==> src/rtl/tdm_pkg.sv <==
// Shared slot/state definitions for the 4-channel TDM demultiplexer path.
// Slot codes match the select mapping of the upstream 4:1 mux.
package tdm_pkg;
  localparam int NUM_SLOTS = 4;
  localparam int SLOT_W    = 2;

  typedef enum logic {
    HUNT = 1'b0,
    RUN  = 1'b1
  } state_t;

  localparam logic [SLOT_W-1:0] SLOT0 = 2'd0;
  localparam logic [SLOT_W-1:0] SLOT1 = 2'd1;
  localparam logic [SLOT_W-1:0] SLOT2 = 2'd2;
  localparam logic [SLOT_W-1:0] SLOT3 = 2'd3;
endpackage

==> src/rtl/tdm_slot_counter.sv <==
// Wrapping slot index counter. Priority is clear, then load-to-1, then increment.
module tdm_slot_counter
  import tdm_pkg::*;
(
  input  logic              clk,
  input  logic              reset,
  input  logic              clr,
  input  logic              load,
  input  logic              en,
  output logic [SLOT_W-1:0] cnt
);

  always_ff @(posedge clk or posedge reset) begin
    if (reset) begin
      cnt <= SLOT0;
    end else if (clr) begin
      cnt <= SLOT0;
    end else if (load) begin
      cnt <= SLOT1;
    end else if (en) begin
      cnt <= cnt + 2'd1;
    end
  end

endmodule

==> src/rtl/tdm_demux_4ch.sv <==
// Four-channel TDM demultiplexer: aligns on the sync marker, collects slots 0-2 in
// shadow registers and publishes all four channels together on the slot-3 beat.
//
// state | meaning
// HUNT  | waiting for a sync beat; non-sync beats are dropped silently
// RUN   | aligned; sel is the slot index of the next accepted beat
module tdm_demux_4ch
  import tdm_pkg::*;
#(
  parameter int WIDTH = 1
) (
  input  logic              clk,
  input  logic              reset,
  input  logic [WIDTH-1:0]  din,
  input  logic              valid,
  input  logic              sync,
  output logic [WIDTH-1:0]  q0,
  output logic [WIDTH-1:0]  q1,
  output logic [WIDTH-1:0]  q2,
  output logic [WIDTH-1:0]  q3,
  output logic [SLOT_W-1:0] sel,
  output logic              frame_valid,
  output logic              sync_err
);

  state_t           state;
  logic [WIDTH-1:0] s0, s1, s2;
  logic             cnt_clr, cnt_load, cnt_en;

  // A sync beat always restarts at slot 1; a missing sync at slot 0 drops back to 0.
  always_comb begin
    cnt_clr  = 1'b0;
    cnt_load = 1'b0;
    cnt_en   = 1'b0;
    if (valid) begin
      if (sync) begin
        cnt_load = 1'b1;
      end else if (state == RUN) begin
        if (sel == SLOT0) cnt_clr = 1'b1;
        else              cnt_en  = 1'b1;
      end
    end
  end

  tdm_slot_counter u_slot_counter (
    .clk   (clk),
    .reset (reset),
    .clr   (cnt_clr),
    .load  (cnt_load),
    .en    (cnt_en),
    .cnt   (sel)
  );

  always_ff @(posedge clk or posedge reset) begin
    if (reset) begin
      state       <= HUNT;
      s0          <= '0;
      s1          <= '0;
      s2          <= '0;
      q0          <= '0;
      q1          <= '0;
      q2          <= '0;
      q3          <= '0;
      frame_valid <= 1'b0;
      sync_err    <= 1'b0;
    end else begin
      frame_valid <= 1'b0;
      sync_err    <= 1'b0;
      if (valid) begin
        if (sync) begin
          // Early sync discards the partial frame but keeps this beat as slot 0.
          s0    <= din;
          state <= RUN;
          if (state == RUN && sel != SLOT0) sync_err <= 1'b1;
        end else if (state == RUN) begin
          case (sel)
            SLOT0: begin
              sync_err <= 1'b1;
              state    <= HUNT;
            end
            SLOT1: s1 <= din;
            SLOT2: s2 <= din;
            SLOT3: begin
              q0          <= s0;
              q1          <= s1;
              q2          <= s2;
              q3          <= din;
              frame_valid <= 1'b1;
            end
          endcase
        end
      end
    end
  end

endmodule

==> config.mk <==
export PLATFORM = sky130hd
export DESIGN_NAME = tdm_demux_4ch
export DESIGN_NICKNAME = d
export VERILOG_FILES = /design/src/rtl/tdm_pkg.sv /design/src/rtl/tdm_slot_counter.sv /design/src/rtl/tdm_demux_4ch.sv
export SDC_FILE = /design/constraint.sdc
export NUM_CORES = 1
export LEC_CHECK = 0
export ABC_AREA = 1
export CORE_AREA = 4 4 41 43
export DETAILED_ROUTE_END_ITERATION = 10
export DIE_AREA = 0 0 45 47
export GPL_ROUTABILITY_DRIVEN = 0
export PLACE_DENSITY_LB_ADDON = 0.2
export SYNTH_ARGS = -nofsm -noshare
export SYNTH_HDL_FRONTEND = slang
export SYNTH_HIERARCHICAL = 1
export SYNTH_SLANG_ARGS = --single-unit
==> constraint.sdc <==
create_clock -name clk -period 3.4 [get_ports clk]
set_input_delay 0.51 -clock clk [delete_from_list [all_inputs] [get_ports clk]]
set_output_delay 0.51 -clock clk [all_outputs]
set_load 0.01 [all_outputs]
Word level (Yosys, flattened, before mapping)
Cells that the tools add are included.
{ "classes": {"add_sub_neg": 1, "mul": 0, "n_div": 0, "magnitude_cmp": 0, "n_eq_ne": 3, "shift": 0, "muxes": 21, "n_bitwise": 1, "reduce_logical": 8} }
{ "ops": {"columns": ["cell", "n"], "rows": [
  ["2-to-1 mux 1 bit", 18],
  ["AND reduction 4 bit", 3],
  ["2-to-1 mux 2 bit", 3],
  ["== test 2 bit (second input constant)", 2],
  ["nonzero test 3 bit", 1],
  ["adder 2 x 1 -> 2 bit (second input constant)", 1],
  ["== test 2 x 1 -> 1 bit (second input constant)", 1],
  ["zero test 2 bit", 1],
  ["AND reduction 2 bit", 1],
  ["nonzero test 2 bit", 1],
  ["logical AND 1 bit", 1],
  ["inverter 1 bit", 1]
]} }
{ "word_totals": {"register_bits": 12, "latch_bits": 0, "mem_bits_rw": 0, "rom_bits": 0, "output_inout_bits": 8, "word_cells": 45, "n_memories": 0} }

Longest topological paths before layout
{ "depth": {"ltp_word": 8, "ltp_mapped": 8, "depth_no_buf": 8} }

Hierarchy
Netlist, hierarchy kept.
{ "by_module_without_submodules": {"columns": ["mod", "instances", "cells_per_inst", "area_per_inst_um2", "seq_area_each_um2"], "rows": [
  ["tdm_demux_4ch", 1, 55, 456.7, 250.2],
  ["tdm_slot_counter", 1, 15, 103.8, 50.0]
]} }

Worst setup path before layout
Ideal clock, no wire load.
{ "synth_timing": {"path_kind": "reg-to-reg", "start": "register u_slot_counter.cnt[0]", "end": "register u_slot_counter.cnt[0]", "setup_ps": 117, "arrival_ps": 1059, "required_ps": 3283, "path_slack_ps": 2224, "stages_incl_launch_ff": 8, "path_buffers": 0, "period_less_slack_ps": 1176, "path_cell_list": "dfrtp_1 -> inv_1 -> nand2_1 -> nand2_1 -> nor2_1 -> inv_1 -> nand3_1 -> nand2_1"} }
{ "synth_between": {"elab_chain_cells": 6, "word_cells_on_any_way": 14} }
{ "synth_lines": {"columns": ["element", "line", "source"], "rows": [
  ["start: declaration", "tdm_slot_counter.sv:10", "output logic [SLOT_W-1:0] cnt"],
  ["start signal: assignment", "tdm_slot_counter.sv:21", "cnt <= cnt + 2'd1;"],
  ["zero test 2 bit", "tdm_demux_4ch.sv:39", "if (sel == SLOT0) cnt_clr = 1'b1;"],
  ["2-to-1 mux 1 bit", "tdm_demux_4ch.sv:39", null],
  ["2-to-1 mux 1 bit", "tdm_demux_4ch.sv:38", "end else if (state == RUN) begin"],
  ["2-to-1 mux 1 bit", "tdm_demux_4ch.sv:36", "if (sync) begin"],
  ["2-to-1 mux 1 bit", "tdm_demux_4ch.sv:35", "if (valid) begin"],
  ["named net cnt_en", "tdm_demux_4ch.sv:28", "logic cnt_clr, cnt_load, cnt_en;"],
  ["nonzero test 3 bit (no source line)", null, null]
]} }
The timed path passes the listed nets, and every way through them passes these cells. The select of a mux whose other input is x is not followed.
A chain may end at the register's enable or synchronous reset.

Worst setup path in the final report
{ "layout_timing": {"start": "register u_slot_counter.cnt[0]", "end": "output sel[0]"} }
{ "layout_rtl": {"columns": ["element", "line", "source"], "rows": [
  ["end: declaration", "tdm_demux_4ch.sv:21", "output logic [SLOT_W-1:0] sel,"]
]} }
No word-level cell between the ends.

==> run metrics <==
Fin Clk Skew=3.31 ps; CP delay by family, top=buffers and inverters; Mapped Cells=70; root buffer cell=clkbuf_4; cell area after synthesis=561 um^2; Final nets=92; sum of buffers and inverters on the critical path=1; number of global-route vias before repair=433; ordered list of cells on the worst path=clkdlybuf4s50_1; setup-violating endpoint count in the final report=0; post-synthesis average cell area=8.01 um^2; Commonest cells post-synth=nand2_1 (23), dfrtp_1 (12), inv_1 (11); Avg WL per Cell=10.6 um; total of warnings raised by yosys=6; Max Transition Viols Final=0; initial antenna violation count=0; TritonCTS sink count=12; most common cell in the netlist=nand2_1; share of layout cells above drive strength 1=8.14%; max_cap viols=0; CP Max Fanout=8; worst min-delay path category=input pin to async pin; vias=480; number of placed I/O pins=13; minimum clock period=~1900 ps; arrival time of the worst setup path=1340 ps; leading post-synthesis cells by cell area=dfrtp_1 (54%), nand2_1 (15%), inv_1 (7.4%); start of the worst register-to-register path=u_slot_counter/cnt[0]; # resized after CTS=0; register bit total from synthesis=12; clock tree from TritonCTS=done; core region area=0.00130 mm^2; slew at the pin with the worst max-slew slack=376 ps; sequential share of the synthesized area=53.6%; Primary FF master, synth=dfrtp_1; Worst Reg2Reg Path Length in Cells=7; proportion of synthesized flip-flops having asynchronous set or reset=between 90% and 100%; Detailed Routing Iterations Pass 1=4; placed cell areas=about 700 um^2; result of the run=finished, final reports clean; unrepaired setup endpoints after global routing=no; standard cell with the maximum stage delay on the critical path=clkdlybuf4s50_1; Via density=4.75; largest net degree at the start of global routing=11; net count after synthesis=75; leftover overflow at the end of global routing=0; WL final=1.07 mm; DRC marker count from the first detailed-route iteration=15; Antenna diodes=0; synth-to-layout area growth=31.2%; die height=47 um; area share of the leading cell type in the synthesized netlist=a little over half; effective utilization at floorplan=a little over two fifths; data required time of the critical path=2890 ps; peak clock frequency supported by timing=539 MHz; headroom to the max-slew limit=74.9%; Reg clk slew, reported paths=70 ps; r2r setup slk=2140 ps; delay of the slowest critical-path stage=590 ps; critical path launch point type=register; maximum number of buffers from clock root to sink=2; GRT Total Usage=between 10% and 20%; Post-synth EDFFs=0; Pwr Density=730 mW/mm^2; IO Port Bufs=12; class of the most critical setup path=register to output pin; post-synthesis cell type count=12; leading area contributor after synthesis=dfrtp_1; final design instance area without fill=736 um^2; # DRC=0; Critical Path Sink Type=output pin; Clock Latency Late Sink=270 ps; IR drop worst, VDD=around 350 uV; post-CTS repair timing setup buffer count=0; count of nets left with antenna violations after detail routing=0; clock buffer count from CTS=3; final count of hold timing violations=0; final-layout setup total negative slack=0 ps; Fillers=133; die boundary width=45 um; endpoint of the worst-slack reg-to-reg timing path=u_slot_counter/cnt[0]; global-route wire length before repair=1.77 mm; Post-DP HPWL=approximately 830 um; Lkg Pwr=0.375 nW; Site Rows=13; fraction of the cycle the final worst path needs=54.6%; H-tree level count=1; number of hold-repair buffers added at the cts stage=0; area of the die=0.00212 mm^2
[cell type report]
class	instances	area, um^2	share of cell area, %
well taps	15	18.8	2.55
inverters	11	41.3	5.61
clock buffers	4	36.3	4.93
multi-input cells	47	219	29.8
flip-flops and latches	12	300	40.8
repair buffers	12	120	16.3
[placed cells by master (no fill, tap or decap)]
cell,Yosys,routed
clkbuf_4,0,3
dfrtp_1,12,12
nor2_4,1,1
nand3_1,5,5
nand3_2,1,1
nand2_2,1,1
nor2_1,6,6
clkbuf_8,0,1
clkdlybuf4s50_1,0,12
nand2_1,23,23
o21ai_0,5,5
o211ai_1,1,1
a21oi_1,2,2
o21bai_1,2,2
inv_1,11,11
[cell families after synthesis]
kind of cell           count (synthesis)  share of synthesized area (%)
AO/OA/AOI/OAI                         10                           10.3
buffers and inverters                 11                           7.37
flip-flops                            12                           53.6
AND/OR/NAND/NOR                       37                           28.8
[per-stage QoR]
stage / hold WS [ps] / util, % / cells / total power [mW] / setup slack (ps)
2_1_floorplan: 251 / - / 70 / 0.337 / 2220
3_3_place_gp: 462 / 53.8 / 97 / 0.426 / 1720
3_5_place_dp: 474 / 53.8 / 97 / 0.429 / 1680
4_1_cts: 397 / 56.5 / 101 / 0.545 / 1530
5_1_grt: 409 / 56.5 / 101 / 0.581 / 1480
6_report: 407 / 56.5 / 101 / 0.537 / 1550
[registers in the layout (all words and copies together) (netlist names)]
register / flops
q2: 1
state: 1
sync_err: 1
q1: 1
u_slot_counter/cnt: 2
q3: 1
frame_valid: 1
s2: 1
q0: 1
s1: 1
s0: 1
[worst max-delay path by stage]
stage                           from               endpoint  slack, ps  cells past startpoint
2_1_floorplan  u_slot_counter/cnt[0]  u_slot_counter/cnt[0]       2220                      7
3_3_place_gp                    sync  u_slot_counter/cnt[0]       1720                      8
3_5_place_dp                   valid  u_slot_counter/cnt[0]       1680                      6
4_1_cts        u_slot_counter/cnt[0]                 sel[0]       1530                      1
5_1_grt        u_slot_counter/cnt[0]                 sel[0]       1480                      1
6_report       u_slot_counter/cnt[0]                 sel[0]       1550                      1
[power breakdown]
group / switching, mW / internal, mW / total, mW / leakage (nW)
combinational: 0.0924 / 0.0956 / 0.188 / 0.200
sequential: 0.0442 / 0.192 / 0.236 / 0.153
clock: 0.0475 / 0.0650 / 0.113 / 0.0210
total: 0.184 / 0.353 / 0.537 / 0.375
[metal layers]
layer	wire length, um	GRT usage (%)
met1	490	13.1
met2	522	20.3
met3	40	3.45
met4	19	12.3
met5	0	0
Power figures use the tool's default switching activity.
